===== src/rtl/cave_mem_pkg.sv =====
// Shared types and constants for the memory-to-FIFO fill path.
package cave_mem_pkg;

  localparam int unsigned WORD_BYTES      = 8;
  localparam int unsigned WORD_SHIFT      = 3;
  localparam int unsigned BURST_LEN_WIDTH = 8;
  localparam int unsigned MEM_ADDR_WIDTH  = 32;

  typedef enum logic [2:0] {
    ST_IDLE,
    ST_FLUSH,
    ST_CHECK,
    ST_REQ,
    ST_DATA
  } fill_state_t;

  typedef struct packed {
    logic [MEM_ADDR_WIDTH-1:0]  addr;
    logic [BURST_LEN_WIDTH-1:0] len;
  } burst_req_t;

endpackage


===== src/rtl/cave_burst_splitter.sv =====
// Address / remaining-word bookkeeping that carves a job into bursts.
module cave_burst_splitter
  import cave_mem_pkg::*;
#(
  parameter int unsigned ADDR_WIDTH  = MEM_ADDR_WIDTH,
  parameter int unsigned BURST_LEN   = 8,
  parameter int unsigned COUNT_WIDTH = 16
) (
  input  logic                   clock,
  input  logic                   reset,
  input  logic                   load,
  input  logic [ADDR_WIDTH-1:0]  load_addr,
  input  logic [COUNT_WIDTH-1:0] load_count,
  input  logic                   step,
  output burst_req_t             burst,
  output logic                   last,
  output logic                   zero
);

  logic [ADDR_WIDTH-1:0]      addr_q, addr_d;
  logic [COUNT_WIDTH-1:0]     rem_q, rem_d;
  logic [BURST_LEN_WIDTH-1:0] len_q, len_d;
  logic                       last_q, zero_q;

  // Next address/remaining: a new job overrides the step of the current one.
  always_comb begin
    addr_d = addr_q;
    rem_d  = rem_q;
    if (load) begin
      addr_d = load_addr & ~ADDR_WIDTH'(WORD_BYTES - 1);
      rem_d  = load_count;
    end else if (step) begin
      addr_d = addr_q + (ADDR_WIDTH'(len_q) << WORD_SHIFT);
      rem_d  = rem_q - COUNT_WIDTH'(len_q);
    end
    len_d = (rem_d < COUNT_WIDTH'(BURST_LEN)) ? BURST_LEN_WIDTH'(rem_d)
                                               : BURST_LEN_WIDTH'(BURST_LEN);
  end

  // Bookkeeping registers; burst length and flags are precomputed from the next remaining count.
  always_ff @(posedge clock) begin
    if (reset) begin
      addr_q <= '0;
      rem_q  <= '0;
      len_q  <= '0;
      last_q <= 1'b0;
      zero_q <= 1'b1;
    end else begin
      addr_q <= addr_d;
      rem_q  <= rem_d;
      len_q  <= len_d;
      last_q <= (rem_d <= COUNT_WIDTH'(BURST_LEN));
      zero_q <= (rem_d == '0);
    end
  end

  assign burst.addr = MEM_ADDR_WIDTH'(addr_q);
  assign burst.len  = len_q;
  assign last       = last_q;
  assign zero       = zero_q;

endmodule


===== src/rtl/cave_fifo_fill_ctrl.sv =====
// Fills a FIFO from a burst-read memory port, one burst outstanding at a time.
module cave_fifo_fill_ctrl
  import cave_mem_pkg::*;
#(
  parameter int unsigned ADDR_WIDTH       = MEM_ADDR_WIDTH,
  parameter int unsigned BURST_LEN        = 8,
  parameter int unsigned DEPTH            = 32,
  parameter int unsigned COUNT_WIDTH      = 16,
  parameter int unsigned FIFO_COUNT_WIDTH = $clog2(DEPTH) + 1
) (
  input  logic                        clock,
  input  logic                        reset,
  input  logic                        start,
  input  logic [ADDR_WIDTH-1:0]       base_addr,
  input  logic [COUNT_WIDTH-1:0]      word_count,
  output logic                        busy,
  output logic                        done,
  output logic                        mem_req_valid,
  input  logic                        mem_req_ready,
  output logic [ADDR_WIDTH-1:0]       mem_addr,
  output logic [BURST_LEN_WIDTH-1:0]  mem_burst_len,
  input  logic                        mem_rsp_valid,
  input  logic [63:0]                 mem_rsp_data,
  output logic                        fifo_enq_valid,
  output logic [63:0]                 fifo_enq_bits,
  input  logic [FIFO_COUNT_WIDTH-1:0] fifo_count,
  output logic                        fifo_flush
);

  fill_state_t                state_q, state_d;
  logic [BURST_LEN_WIDTH-1:0] beats_q, beats_d;
  logic                       drain_q, drain_d;
  logic                       done_d;
  logic                       step_c;
  logic                       busy_q, done_q, flush_q, req_valid_q;
  burst_req_t                 req_q;
  burst_req_t                 burst;
  logic                       last, zero;
  logic                       space_ok;

  cave_burst_splitter #(
    .ADDR_WIDTH (ADDR_WIDTH),
    .BURST_LEN  (BURST_LEN),
    .COUNT_WIDTH(COUNT_WIDTH)
  ) u_splitter (
    .clock     (clock),
    .reset     (reset),
    .load      (start),
    .load_addr (base_addr),
    .load_count(word_count),
    .step      (step_c),
    .burst     (burst),
    .last      (last),
    .zero      (zero)
  );

  assign space_ok = (32'(fifo_count) + 32'(burst.len)) <= 32'(DEPTH);

  // Next-state logic: sequencing, space check, abort and drain handling.
  always_comb begin
    state_d = state_q;
    beats_d = beats_q;
    drain_d = drain_q;
    done_d  = 1'b0;
    step_c  = 1'b0;
    case (state_q)
      ST_IDLE: begin
        if (start) begin
          state_d = ST_FLUSH;
          drain_d = 1'b0;
        end
      end
      ST_FLUSH: begin
        if (start)      state_d = ST_FLUSH;
        else if (zero) begin
          state_d = ST_IDLE;
          done_d  = 1'b1;
        end else        state_d = ST_CHECK;
      end
      ST_CHECK: begin
        if (start)         state_d = ST_FLUSH;
        else if (space_ok) state_d = ST_REQ;
      end
      ST_REQ: begin
        // A request accepted in the abort cycle is still in flight and must be drained.
        if (mem_req_ready) begin
          state_d = ST_DATA;
          beats_d = req_q.len;
          drain_d = start;
        end else if (start) begin
          state_d = ST_FLUSH;
        end
      end
      ST_DATA: begin
        if (mem_rsp_valid) begin
          beats_d = beats_q - 8'd1;
          if (beats_q == 8'd1) begin
            drain_d = 1'b0;
            if (drain_q || start) begin
              state_d = ST_FLUSH;
            end else begin
              step_c = 1'b1;
              if (last) begin
                state_d = ST_IDLE;
                done_d  = 1'b1;
              end else begin
                state_d = ST_CHECK;
              end
            end
          end else if (start) begin
            drain_d = 1'b1;
          end
        end else if (start) begin
          drain_d = 1'b1;
        end
      end
      default: state_d = ST_IDLE;
    endcase
  end

  // State and registered outputs.
  always_ff @(posedge clock) begin
    if (reset) begin
      state_q     <= ST_IDLE;
      beats_q     <= '0;
      drain_q     <= 1'b0;
      busy_q      <= 1'b0;
      done_q      <= 1'b0;
      flush_q     <= 1'b0;
      req_valid_q <= 1'b0;
      req_q       <= '0;
    end else begin
      state_q     <= state_d;
      beats_q     <= beats_d;
      drain_q     <= drain_d;
      busy_q      <= (state_d != ST_IDLE);
      done_q      <= done_d;
      flush_q     <= (state_d == ST_FLUSH);
      req_valid_q <= (state_d == ST_REQ);
      if (state_d == ST_REQ && state_q != ST_REQ) req_q <= burst;
    end
  end

  assign busy           = busy_q;
  assign done           = done_q;
  assign fifo_flush     = flush_q;
  assign mem_req_valid  = req_valid_q;
  assign mem_addr       = ADDR_WIDTH'(req_q.addr);
  assign mem_burst_len  = req_q.len;
  assign fifo_enq_valid = (state_q == ST_DATA) && !drain_q && mem_rsp_valid;
  assign fifo_enq_bits  = mem_rsp_data;

endmodule


===== config.mk =====
export PLATFORM = sky130hd
export DESIGN_NAME = cave_fifo_fill_ctrl
export DESIGN_NICKNAME = d
export VERILOG_FILES = /design/src/rtl/cave_mem_pkg.sv /design/src/rtl/cave_burst_splitter.sv /design/src/rtl/cave_fifo_fill_ctrl.sv
export SDC_FILE = /design/constraint.sdc
export NUM_CORES = 1
export LEC_CHECK = 0
export ABC_CLOCK_PERIOD_IN_PS = 3800
export BUFFER_PORTS_ARGS = -buffer_cell sky130_fd_sc_hd__buf_2
export CORE_ASPECT_RATIO = 1.75
export CORE_MARGIN = 3
export CORE_UTILIZATION = 35
export CTS_CLUSTER_DIAMETER = 80
export CTS_CLUSTER_SIZE = 25
export DETAILED_ROUTE_END_ITERATION = 12
export PLACE_DENSITY_LB_ADDON = 0.08
export SLEW_MARGIN = 20
export SYNTH_ARGS = -nofsm -noshare
export SYNTH_HDL_FRONTEND = slang
export SYNTH_SLANG_ARGS = --single-unit

===== constraint.sdc =====
create_clock -name clock -period 3.8 [get_ports clock]
set_input_delay 0.19 -clock clock [delete_from_list [all_inputs] [get_ports clock]]
set_output_delay 0.19 -clock clock [all_outputs]
set_load 0.05 [all_outputs]

# Word-level counts from Yosys, hierarchy flattened
# Index checks and enable logic that the tools add are counted.
# op_classes
n_eq_ne	11
mul	0
n_mux	36
add_sub_neg	4
order_cmp	3
shift	0
n_bitwise	1
div	0
n_reduce_logical	15
# ops
cell	count
two-way mux 32 bit	2
adder 32 x 11 -> 32 bit	1
two-way mux 16 bit	2
two-way mux 3 bit	6
<= comparator 16 x 4 -> 1 bit, second input constant	1
zero test 16 bit	1
less-than comparator 16 x 4 -> 1 bit, second input constant	1
two-way mux 8 bit	2
one-hot mux 8 bit (2 select lines)	1
subtractor 16 x 8 -> 16 bit	1
two-way mux 1 bit	15
one-hot mux 3 bit (5 select lines)	1
adder 6 x 8 -> 9 bit	1
equality test 3 x 2 -> 1 bit, second input constant	3
<= comparator 9 x 6 -> 1 bit, second input constant	1
equality test 8 x 1 -> 1 bit, second input constant	1
two-way mux 2 bit	4
subtractor 8 x 1 -> 8 bit, second input constant	1
equality test 3 x 1 -> 1 bit, second input constant	2
!= test 2 bit, second input constant	3
AND reduction 3 bit	2
nonzero test 3 bit	2
two-way mux 4 bit	1
nonzero test 2 bit	2
other kinds (10)	13
# word_totals
memories	0
inputBits	123
latchBits	0
romBits	0
mem_bits_rw	0
out_inout_bits	109
word_cells	86
ff_bits	114

# Depth between registers and ports, before layout
# depth
word_depth	10
depth_mapped	12
mapped_depth_nobuf	11

# Hierarchy
# A second synthesis with hierarchy kept.
# unflattened
hier_cells	810
hier_area_um2	6957.9
# by_module_without_submodules
module	cells_each	instances	seq_area_each_um2	area_each_um2
cave_fifo_fill_ctrl	395	1	1121.1	3522.1
cave_burst_splitter	415	1	1101.1	3435.8

# Worst setup path after synthesis
# Ideal clock, no wire load.
# synth_path
path_type	reg-to-reg
startpoint	register u_splitter.len_q[1]
endpoint	register u_splitter.addr_q[25]
stages_incl_launch_ff	11
t_arrival_ps	2867
n_path_buf	0
setup_slack_ps	847
setup_ps	86
synth_period_minus_slack_ps	2953
required_ps	3714
cell_sequence	dfxtp_1 > inv_1 > fa_1 > nor2b_1 > o21ai_0 > a21boi_0 > o21ai_0 > a2111oi_0 > nand3_1 > xor2_1 > a211oi_1
# synth_between
elab_chain_cells	3
# synth_rtl
item	line_no	rtl
start, declared	cave_burst_splitter.sv:22	logic [BURST_LEN_WIDTH-1:0] len_q, len_d;
start signal, assigned	cave_burst_splitter.sv:51	len_q <= len_d;
adder 32 x 11 -> 32 bit	cave_burst_splitter.sv:33	addr_d = addr_q + (ADDR_WIDTH'(len_q) << WORD_SHIFT);
two-way mux 32 bit	cave_burst_splitter.sv:32	end else if (step) begin
two-way mux 32 bit	cave_burst_splitter.sv:29	if (load) begin
end signal, assigned	cave_burst_splitter.sv:49	addr_q <= addr_d;
end, declared	cave_burst_splitter.sv:20	logic [ADDR_WIDTH-1:0] addr_q, addr_d;
# Every way passes these cells. The select of a mux whose other input is x is not followed.
# A chain may end at the register's enable or synchronous reset.

# Final worst setup path
# layout_path
startpoint	register state_q[2]
endpoint	register u_splitter.last_q (netlist: u_splitter.last)
# layout_between
elab_chain_cells	5
# layout_rtl
item	line_no	rtl
start, declared	cave_fifo_fill_ctrl.sv:30	fill_state_t state_q, state_d;
start signal, assigned	cave_fifo_fill_ctrl.sv:133	state_q <= state_d;
equality test 3 bit	cave_fifo_fill_ctrl.sv:66	case (state_q)
two-way mux 1 bit	cave_fifo_fill_ctrl.sv:66	
two-way mux 16 bit	cave_burst_splitter.sv:32	
two-way mux 16 bit	cave_burst_splitter.sv:29	
<= comparator 16 x 4 -> 1 bit	cave_burst_splitter.sv:52	last_q <= (rem_d <= COUNT_WIDTH'(BURST_LEN));
end signal, assigned	cave_burst_splitter.sv:52	
end, declared	cave_burst_splitter.sv:23	logic last_q, zero_q;
# Every way passes these cells.

==> results.ini <==
[synthesis]
dominantRegCellSynth = dfxtp_1
synth_seq_area_share_pct = 33.3
syn_area_per_cell_um2 = 8.11
synth_area_mm2 = 0.00650
synthCells = 801
ys_ff_latch = 108
synth_cell_types = 66
yosysWarnings = 0
async_flop_share_pct = 0
synth_edf_count = 0

[route]
drc = 0
route.vias.total = 5620
finalWirelength_mm = 18.6
first_pass_iters = 4
drt_iter0_drc = 344
ant_nets = 0
vias_per_cell = 5.32
wire_per_inst_um = 17.6

[cts]
cts_tree = built
clk_latency_ns = 0.36
hold_buffers = 0
cts_buffers = 9
root_buffer = clkbuf_16
cts_buffer_depth = 2
cts.clk_slew.worst_paths_ns = 0.07
clkSinkCount = 108
cts_setup_buffers = 0
cts-resized-gates = 0
htree_levels = 3

[final_layout]
fin_nets = 967
n_antenna_cell = 0
layout-drive-gt1-share_pct = 17.0
stdcell_area_mm2 = 0.00707
fin_util_pct = 39.0
layout_common_cells = 108 x dfxtp_1, 96 x buf_2, 68 x nor2_1
area_delta_synth_final_pct = 8.76
final_common_cell = dfxtp_1
post_layout_nonfiller_instances = 1056

[placement]
gp_congestion = 0.864
numPlacedInstances = 1040
numPortBuffers = 97
dp_hpwl_mm = 13.7
dpl_cell_area_mm2 = 0.00673

[floorplanning]
dieArea_mm2 = 0.0203
start_util_pct = 35.8
core-area_mm2 = 0.0181
io_pins = 232
row_count = 65
die_h_um = 186
die_x_um = 109

[global_route]
antenna_found_initial = 0
grt_pass1_vias = 5630
grt_max_degree = 97
grt_pass1_wl_mm = 29.1
grt_usage_pct = 18.5
overflow = 0

[worst_setup_path]
crit_fanout = 18
worstSetupPathType = reg -> reg
cp-end-kind = flop
arrival_ns = 3.69
critPathLaunchType = flop
required_ns = 4.08

[sta]
fmax_mhz = 294
setup_viol = 0
finalMaxSlewViolations = 0
period_share_pct = 89.6
rsz0062_at_grt = no
relSlewSlack_pct = 34.7
hold_slack_ns = 0.0636
fin_skew_ns = 0.00762
setup_tns_ns = 0
period_minus_slack_ns = 3.40
hold_violations = 0
worst_pin_slew_ns = 0.979

[power_and_ir_drop]
clkPwrFrac_pct = 41.5
irDropWorstVdd_uv = 201
p_comb_share_pct = 12.8
power.leakage_uw = 0.00285
power.switching_uw = 686
p_int_uw = 1950
seqPwrFrac_pct = 45.7
power_per_cell_area_mw_per_mm2 = 373
switching_share_pct = 26.0

[job]
max-cap-violations = 0

[run_status]
status = complete, no violations

[min_path]
hp-class = in -> reg

-- cell type report --
cell class,instances,area (um2)
clock buffers,9,225
clock inverters,7,114
fillers,1919,11100
inverters,22,82.6
multi-input cells,567,3600
flip-flops and latches,108,2160
well taps,234,293
repair buffers,109,591
-- worst paths after layout --
check                                           startpoint                                end  slack (ns)  depth (start not counted)
worst min-delay path                          base_addr[4]  u_splitter.addr_q[4]$_SDFFE_PP0P_        0.06                          3
worst min register to register  u_splitter.zero$_SDFF_PP1_                    done$_SDFF_PP0_        0.47                          2
worst max register to register       state_q[2]$_SDFF_PP0_         u_splitter.last$_SDFF_PP0_        0.40                          7
worst max-delay path                 state_q[2]$_SDFF_PP0_         u_splitter.last$_SDFF_PP0_        0.40                          7
-- layer usage --
metal	routed length [um]	vias up	GRT usage, %	part of all wire [%]
met5	0	-	0	0
met4	799	0	10.2	4.3
met3	813	56	3.25	4.4
met2	9920	151	34.0	53
met1	7110	2634	19.6	38
li1	-	2779	-	-
-- registers in the layout, indices dropped and copies added, names as in the netlist, 3 cells and up --
register           flops
mem_burst_len          8
state_q                3
mem_addr              29
u_splitter.addr_q     29
beats_q                8
u_splitter.rem_q      16
u_splitter.len_q       8
-- cells in the mapped netlist, types with 16 or more instances --
| cell type | n | area, um2 |
|---|---|---|
| dfxtp_1 | 108 | 2160 |
| nor2_1 | 68 | 255 |
| buf_4 | 67 | 503 |
| o21ai_0 | 60 | 300 |
| nand2_1 | 56 | 210 |
| a21oi_1 | 49 | 245 |
| nand2b_1 | 40 | 250 |
| clkbuf_1 | 38 | 143 |
| nand3b_1 | 35 | 263 |
| nor3_1 | 32 | 160 |
| ha_1 | 24 | 300 |
| inv_1 | 21 | 78.8 |
| xor2_1 | 16 | 140 |
-- critical path: stages (launching register included) --
cell     delay, ns
dfxtp_1       0.54
or4b_4        0.53
or4_4         0.67
o31a_1        0.34
o41ai_2       0.31
nand4_1       0.21
nor4b_4       0.49
nor3b_2       0.23
-- metrics by stage --
step | total power, uW | worst slack [ns]
4_1_cts | 2680 | 0.377
2_1_floorplan | 1640 | 0.847
6_report | 2640 | 0.396
3_3_place_gp | 1570 | 0.446
5_1_grt | 2770 | 0.254
3_5_place_dp | 1570 | 0.397
-- power groups by stage --
stage,Clock [uW],Combinational [uW],Sequential [uW]
finish,1100,337,1210
global route,1180,373,1210
CTS,1130,339,1210
detailed placement,0,336,1230
global placement,0,332,1230
floorplan,0,418,1230
-- cell families (layout without fill, tap and decap cells) --
kind of cell	count (synthesis)	in the layout	share of synthesized area (%)
and+or+nand+nor	310	310	26.0
AOI/OAI and AO/OA	184	184	17.8
buffers and inverters	132	147	11.8
DFF	108	108	33.3
xor gates and xnor gates	29	29	3.91
adders and majority gates	27	27	5.54
muxes	10	10	1.56
other	1	7	0.0577
Note: power is estimated with default switching activity, not from simulation.
